`src/rtl/posit_pkg.sv`:
```
// posit_pkg: definitions shared by the posit packer.
// Contents:
//   state_t      - packer FSM states (IDLE, SHIFT, ROUND, DONE)
//   log2_ceil()  - ceiling log2, used for default width parameters
//   maxpos_of()  - largest positive posit pattern of a given width
//   minpos_of()  - smallest positive posit pattern of a given width
//   nar_of()     - Not-a-Real / infinity pattern of a given width
package posit_pkg;

   typedef enum logic [1:0] {
      IDLE  = 2'd0,
      SHIFT = 2'd1,
      ROUND = 2'd2,
      DONE  = 2'd3
   } state_t;

   function automatic int log2_ceil(input int n);
      int r;
      r = 0;
      for (int i = 0; i < 31; i++) begin
         if ((1 << i) < n) r = i + 1;
      end
      return r;
   endfunction

   function automatic logic [63:0] maxpos_of(input int n);
      return (64'd1 << (n - 1)) - 64'd1;
   endfunction

   function automatic logic [63:0] minpos_of(input int n);
      return 64'd1 + 64'(n - n);
   endfunction

   function automatic logic [63:0] nar_of(input int n);
      return 64'd1 << (n - 1);
   endfunction

endpackage

```
`src/rtl/posit_round_rne.sv`:
```
// posit_round_rne: combinational round-to-nearest-even of a posit magnitude,
// with saturation to the posit range (never rounds to zero or into the sign).
// Ports:
//   mag      - N-1 magnitude bits before rounding
//   guard    - first bit below the magnitude LSB
//   sticky   - OR of all bits below the guard bit
//   sat_max  - regime too large: force maxpos
//   sat_min  - regime too small: force minpos
//   res      - rounded N-1 bit magnitude
module posit_round_rne
   import posit_pkg::*;
#(
   parameter int N = 8
) (
   input  logic [N-2:0] mag,
   input  logic         guard,
   input  logic         sticky,
   input  logic         sat_max,
   input  logic         sat_min,
   output logic [N-2:0] res
);

   localparam int MW = N - 1;
   localparam logic [N-2:0] MAXMAG = MW'(maxpos_of(N));
   localparam logic [N-2:0] MINMAG = MW'(minpos_of(N));

   logic         round_up;
   logic [N-1:0] sum;

   always_comb begin
      round_up = guard & (sticky | mag[0]);
      sum      = {1'b0, mag} + {{MW{1'b0}}, round_up};
      if (sat_max) begin
         res = MAXMAG;
      end else if (sat_min) begin
         res = MINMAG;
      end else if (sum[N-1]) begin
         // carry would reach the sign bit
         res = MAXMAG;
      end else if (sum[N-2:0] == '0) begin
         res = MINMAG;
      end else begin
         res = sum[N-2:0];
      end
   end

endmodule

```
`src/rtl/posit_pack_seq.sv`:
```
// posit_pack_seq: sequential posit packer. Builds the regime run bit by bit,
// then rounds (RNE) and applies the sign.
// Ports:
//   clk, rst_n          - clock, asynchronous active-low reset
//   start               - pack request (accepted in IDLE or DONE only)
//   in_s, in_r          - sign, signed regime value k
//   in_e, in_m          - exponent, MSB-aligned fraction (hidden bit excluded)
//   in_zero, in_inf     - special values (inf has priority)
//   out, zero, inf      - packed posit and special flags, held while in DONE
//   busy, done          - operation in flight / result valid
module posit_pack_seq
   import posit_pkg::*;
#(
   parameter int N  = 8,
   parameter int es = 4,
   parameter int Bs = log2_ceil(N)
) (
   input  logic          clk,
   input  logic          rst_n,
   input  logic          start,
   input  logic          in_s,
   input  logic [Bs:0]   in_r,
   input  logic [es-1:0] in_e,
   input  logic [N-1:0]  in_m,
   input  logic          in_zero,
   input  logic          in_inf,
   output logic [N-1:0]  out,
   output logic          zero,
   output logic          inf,
   output logic          busy,
   output logic          done
);

   localparam int MW = N - 1;
   localparam int WW = MW + es + N;
   localparam logic [N-1:0] NAR = N'(nar_of(N));

   state_t        state_q, state_d;
   logic          accept;

   int            k_int, l_int;
   logic [Bs-1:0] l_val;
   logic          k_sat_max, k_sat_min;

   logic [WW-1:0] wreg_q;
   logic [Bs-1:0] cnt_q;
   logic          first_q, neg_k_q;
   logic          sat_max_q, sat_min_q;
   logic          sgn_q, zin_q, iin_q;
   logic          rnd_ph_q;
   logic [MW-1:0] res_q;
   logic [MW-1:0] rnd_mag;
   logic          ins_bit;
   logic [N-1:0]  mag_ext;

   // Regime length including terminator, clamped to the magnitude width.
   always_comb begin
      k_int = int'($signed(in_r));
      l_int = (k_int >= 0) ? (k_int + 2) : (1 - k_int);
      if (l_int > N - 1) l_int = N - 1;
      l_val     = Bs'(l_int);
      k_sat_max = (k_int >= N - 2);
      k_sat_min = (k_int <= -(N - 1));
   end

   assign accept = start && ((state_q == IDLE) || (state_q == DONE));

   always_ff @(posedge clk or negedge rst_n) begin
      if (!rst_n) state_q <= IDLE;
      else        state_q <= state_d;
   end

   always_comb begin
      state_d = state_q;
      busy    = 1'b0;
      done    = 1'b0;
      case (state_q)
         IDLE, DONE: begin
            done = (state_q == DONE);
            if (start) state_d = (in_zero || in_inf) ? ROUND : SHIFT;
         end
         SHIFT: begin
            busy = 1'b1;
            if (cnt_q == Bs'(1)) state_d = ROUND;
         end
         ROUND: begin
            busy = 1'b1;
            if (rnd_ph_q) state_d = DONE;
         end
         default: state_d = IDLE;
      endcase
   end

   // The terminator enters first so it ends up just above the exponent;
   // the run bits follow, pushing it down one position per cycle.
   assign ins_bit = first_q ? neg_k_q : ~neg_k_q;

   posit_round_rne #(.N(N)) u_round (
      .mag     (wreg_q[WW-1 -: MW]),
      .guard   (wreg_q[WW-1-MW]),
      .sticky  (|wreg_q[WW-2-MW:0]),
      .sat_max (sat_max_q),
      .sat_min (sat_min_q),
      .res     (rnd_mag)
   );

   assign mag_ext = {1'b0, res_q};

   // ROUND spans two cycles: the first registers the rounder result,
   // the second applies sign/specials and publishes on DONE entry.
   always_ff @(posedge clk or negedge rst_n) begin
      if (!rst_n) begin
         wreg_q    <= '0;
         cnt_q     <= '0;
         first_q   <= 1'b0;
         neg_k_q   <= 1'b0;
         sat_max_q <= 1'b0;
         sat_min_q <= 1'b0;
         sgn_q     <= 1'b0;
         zin_q     <= 1'b0;
         iin_q     <= 1'b0;
         rnd_ph_q  <= 1'b0;
         res_q     <= '0;
         out       <= '0;
         zero      <= 1'b0;
         inf       <= 1'b0;
      end else if (accept) begin
         wreg_q    <= {in_e, in_m, {MW{1'b0}}};
         cnt_q     <= l_val;
         first_q   <= 1'b1;
         neg_k_q   <= in_r[Bs];
         sat_max_q <= k_sat_max;
         sat_min_q <= k_sat_min;
         sgn_q     <= in_s;
         zin_q     <= in_zero;
         iin_q     <= in_inf;
         rnd_ph_q  <= 1'b0;
      end else begin
         case (state_q)
            SHIFT: begin
               wreg_q  <= {ins_bit, wreg_q[WW-1:1]};
               cnt_q   <= cnt_q - Bs'(1);
               first_q <= 1'b0;
            end
            ROUND: begin
               rnd_ph_q <= ~rnd_ph_q;
               if (!rnd_ph_q) begin
                  res_q <= rnd_mag;
               end else if (iin_q) begin
                  out  <= NAR;
                  zero <= 1'b0;
                  inf  <= 1'b1;
               end else if (zin_q) begin
                  out  <= '0;
                  zero <= 1'b1;
                  inf  <= 1'b0;
               end else begin
                  out  <= sgn_q ? ((~mag_ext) + N'(1)) : mag_ext;
                  zero <= 1'b0;
                  inf  <= 1'b0;
               end
            end
            default: ;
         endcase
      end
   end

endmodule
```
`config.mk`:
```
export PLATFORM = sky130hd
export DESIGN_NAME = posit_pack_seq
export DESIGN_NICKNAME = d
export VERILOG_FILES = /design/src/rtl/posit_pkg.sv /design/src/rtl/posit_round_rne.sv /design/src/rtl/posit_pack_seq.sv
export SDC_FILE = /design/constraint.sdc
export NUM_CORES = 1
export LEC_CHECK = 0
export CAP_MARGIN = 20
export CORE_MARGIN = 10
export CORE_UTILIZATION = 45
export DETAILED_ROUTE_END_ITERATION = 10
export MAX_ROUTING_LAYER = met4
export PLACE_DENSITY = 0.67
export SYNTH_ARGS = -nofsm -noshare
export SYNTH_HDL_FRONTEND = slang
export SYNTH_SLANG_ARGS = --single-unit
```
`constraint.sdc`:
```
create_clock -name clk -period 2.58 [get_ports clk]
set_clock_uncertainty 0.2 [all_clocks]
set_input_delay 0.516 -clock clk [delete_from_list [all_inputs] [get_ports clk]]
set_output_delay 0.516 -clock clk [all_outputs]
set_load 0.1 [all_outputs]
```
---- Yosys cells after proc, flatten, opt, wreduce, memory -nomap -nowiden ----
Index checks and enable logic that the tools add are counted.
storage, ports and cells
  flip-flop bits (word level) ............. 49
  bits of input ports ..................... 22
  output and inout port bits .............. 12
  logic and storage cells ................. 78
operators by class
  $add $sub $neg .......................... 5
  magnitude comparators ................... 4
  eq/ne operators ......................... 7
  muxes and demuxes ....................... 28
  bitwise gates (word level) .............. 6
  reduce and logical (&&, ||, !) cells .... 13
operator list
  cell                   count
  $mux W19               2
  $gt A32 B4 Y1 const B  1
  $mux W32               1
  $mux W7                4
  $mux W8                3
  $reduce_or A11 Y1      1
  $mux W1                10
  $mux W3                3
  $reduce_and A3 Y1      3
  $add A7 B1 Y8          1
  $add A8 B1 Y8 const B  1
  $mux W2                4
  $not A7 Y8             1
  $logic_not A7 Y1       1
  $ne A2 B2 Y1 const B   3
  $pmux W2 S3            1
  $add A4 B3 Y5 const B  1
  $sub A2 B4 Y5 const A  1
  $eq A2 B2 Y1 const B   2
  $ge A4 B1 Y1 const B   1
  $ge A4 B4 Y1 const B   1
  $le A4 B4 Y1 const B   1
  $reduce_bool A2 Y1     2
  $reduce_or A2 Y1       2
  other kinds (9)        12

---- Longest topological paths before layout ----
  depth in word-level cells ............... 9
  gate-level depth with buffers ........... 8
  depth with buffers taken out ............ 6

---- Modules after synthesis ----
A second synthesis with hierarchy kept.
second synthesis, totals
  cell total of the unflattened synthesis .. 267
  area total of the unflattened synthesis .. 2602.5 um2
modules (own cells, without submodules)
  module           instances  cells each  area an instance (um2)
  posit_pack_seq   1          227         2337.2
  posit_round_rne  1          40          265.3

---- Worst setup path after synthesis ----
Ideal clock, no wire load.
  path type ............................... register to register
  start point ............................. reg state_q[0]
  end point ............................... reg state_q[1]
  setup time .............................. 140 ps
  arrival time ............................ 1743 ps
  data required time ...................... 2240 ps
  path slack .............................. 497 ps
  stages on the path, launching flop included .. 7
  cell sequence ........................... dfrtp_1 inv_1 ha_1 inv_1 or3_1 nand2_1 o21ai_0
between the ends
  longest elaborated chain between the ends .. 4
  elaborated cells on any way between the ends .. 10
  those cells by class .................... eq/ne: 6; mux: 1; reduce/logical: 3
ends and longest elaborated chain
  element                                           line                  RTL
  start, declared                                   posit_pack_seq.sv:38  state_t state_q, state_d;
  start signal, assigned                            posit_pack_seq.sv:70  else state_q <= state_d;
  $eq A2 B2 Y1 or $logic_not A2 Y1 (tied branches)  posit_pack_seq.sv:77  case (state_q)
  $reduce_or A2 Y1                                  posit_pack_seq.sv:77
  $ne A2 B2 Y1 (no line)                            -
  $reduce_and A3 Y1 (no line)                       -
Several ways; a longest one is shown, not always the timed one.
A chain may end at the register's enable or synchronous reset.

---- Final worst setup path ----
  start point ............................. reg state_q[0]
  end point ............................... out busy
between the ends
  longest elaborated chain between the ends .. 3
  elaborated cells on any way between the ends .. 4
  those cells by class .................... eq/ne: 2; mux: 1; reduce/logical: 1
ends and longest elaborated chain
  element                                       line                  RTL
  $eq A2 B2 Y1 or $eq A2 B1 Y1 (tied branches)  posit_pack_seq.sv:77
  $reduce_or A2 Y1 (no line) (*)                -
  $mux W1 (*)                                   posit_pack_seq.sv:77
  end, declared                                 posit_pack_seq.sv:30  output logic busy,
Every way passes the cells marked *; elsewhere a longest branch is shown, timed or not.

==> results.ini <==
[run_status]
outcome=complete, but fails checks
violations=negative hold slack

[sta]
slew_violations=0
finalCriticalPeriod_ns=2.14
tns_ns=0
min_period_over_period_pct=82.9
worstMarginPinSlew_ns=0.566
hold_slack_ns=-0.000976
finalSetupViolCount=0
fmax_mhz=468
rsz0062_at_grt=no
max-slew-margin-rel_pct=62.3
final_hold_viol_count=1

[final_layout]
utilization_pct=55.3
layout-drive-gt1-share_pct=9.36
nNetsFinal=329
final_common_cell=dfrtp_1
num_antenna_cells=0
final_cells=371
syn2layout_area_growth_pct=18.7
final_cell_mix=49 x dfrtp_1, 42 x nand2_1, 27 x o21ai_0, 21 x mux2i_1, 20 x clkdlybuf4s50_1

[critical_path]
crit_top_cell=inv_1
cp_slowest_stage_delay_ns=0.40
crit_arrival_ns=1.42
worstPathCellList=inv_1 -> ha_1 -> inv_1 -> buf_12
crit_slowest_cell=dfrtp_1
crit_fanout=4
critPathCaptureType=output port
required_ns=1.86
critPathKind=register to output port
startpoint_type=register

[global_routing]
grt_remaining_overflow=0
grt_first_pass_wirelength_um=8390
grt_pass1_vias=1833
antenna_found_initial=0
track_usage_pct=11.8
grt_start_max_net_pins=32

[job]
maxCapViolations=0

[yosys]
yosys_warnings=0
ys_async_sr_fraction_pct=100
synth_nets=301
netlist_instances=270
synth.distinct_cells=39
synth-seq-cells=49
synth_area_um2=2560
synth-edff-count=0
synth-seq-area-share_pct=47.8
avgSynthCellArea_um2=9.50
synth_flop_cell=dfrtp_1

[clocking]
cts.repair.resized=0
cts_hold_buf=0
cts-root-buf=clkbuf_8
path_clk_slew_ns=0.09
cts_buffers=5
cts_sinks=49
clock_latency_ns=0.30
clk_path_buf_depth=2
htree_levels=2
cts_tree=yes
post_cts_buffers=0

[min_path]
hold_path.class=input pin to asynchronous set/reset pin

[die]
rows=27
die_width_um=95.5
start_util_pct=46.6
fp.coreArea_um2=5510
chipHeight_um=95.5
ios=34
die_area_um2=9120

[placed_design]
placedCellCount=363
dp.final_hpwl_um=3720
gp_congestion=0.824
port_buffers=33

[routing]
first_pass_iters=4
drt-total-wl_um=4900
wl_per_cell_um=13.2
drc=0
vias_per_cell=5.06
antenna_left=0
vias=1879
first_iter_violations=62

[pwr]
finalPower_w=0.00416
peakVddDrop_mv=0.653
pwr_density_cell_nw_per_um2=1370
leakage_nw=1.35

[cell families after synthesis]
| family | synth area share, % |
|---|---|
| compound gates | 14.6 |
| xor+xnor | 4.78 |
| fa+ha+maj | 4.39 |
| buf+inv | 5.47 |
| flops | 47.8 |
| mux | 8.64 |
| simple gates | 14.3 |
[registers in the layout (all words and copies together) (netlist names)]
signal,cells
sat_max_q,1
cnt_q,3
neg_k_q,1
first_q,1
res_q,7
zero,1
sat_min_q,1
out,8
rnd_ph_q,1
zin_q,1
state_q,2
sgn_q,1
wreg_q,19
inf,1
iin_q,1
[per-layer routing]
layer	GRT usage [%]	vias up	wire length (um)
li1	-	985	-
met1	13.7	855	2370
met2	19.0	34	2250
met3	2.75	5	206
met4	5.16	0	75
met5	-	-	0
[final cells by class]
class                           count  area (um^2)
Clock buffer                        6         72.6
Timing Repair Buffer               38          370
Inverter                           19         71.3
Tap cell                           72         90.1
Multi-Input combinational cell    185         1200
Sequential cell                    49         1230
Fill cell                         516         2460
Clock inverter                      2         15.0
[per-stage QoR]
step                hold WS (ns)  cell area (um^2)  worst slack [ns]
finish                 -0.000976              3040             0.441
global route              0.0428              3040             0.351
CTS                       0.0144              3040             0.420
detailed placement         0.265              2960             0.393
global placement           0.263              2960             0.427
floorplan                 0.0204              2560             0.497
[synthesized netlist by cell type, types with 2 or more instances]
master    number  area share [%]
o31ai_1        4             1.2
ha_1           9             4.4
buf_2          4            0.78
inv_1         19             2.8
nand3_1        3            0.59
a21oi_1        6             1.2
nor2_1        13             1.9
and2_1         3            0.73
dfrtp_1       49              48
o21ai_0       27             5.3
a31oi_1        7             1.7
o41ai_1        2            0.68
o22a_1         5             1.7
mux2i_1       21             8.2
nand2b_1       2            0.49
or4_1          2            0.59
nor2b_1        3            0.73
nor4_1         2            0.49
clkbuf_1      12             1.8
nand2_1       42             6.1
nor3_1         2            0.39
xnor2_1        8             2.7
or3_1          4            0.98
xor2_1         6             2.0
[worst max-delay path: cells and delay by family (launching register included)]
kind	cells	cell delay, ns
flops	1	0.40
fa+ha+maj	1	0.33
buf+inv	3	0.39
[final timing paths]
| kind | start | endpoint | slack, ns | depth (start not counted) |
|---|---|---|---|---|
| min in group clk | cnt_q[1] | cnt_q[1] | 0.28 | 2 |
| worst max-delay path | state_q[0] | busy | 0.44 | 4 |
| worst max register to register | state_q[0] | res_q[1] | 0.57 | 6 |
| worst min register to register | cnt_q[1] | cnt_q[1] | 0.28 | 2 |
| worst min-delay path | rst_n | state_q[0] | -0.001 | 1 |
| max in group asynchronous | rst_n | wreg_q[0] | 1.66 | 2 |
[report_power, final]
part / switching (W) / internal (W) / total [W]
Sequential: 0.000334 / 0.00111 / 0.00144
Combinational: 0.00144 / 0.000837 / 0.00227
Clock: 0.000253 / 0.000191 / 0.000444
Total: 0.00202 / 0.00213 / 0.00416
Note: power is estimated with default switching activity, not from simulation.
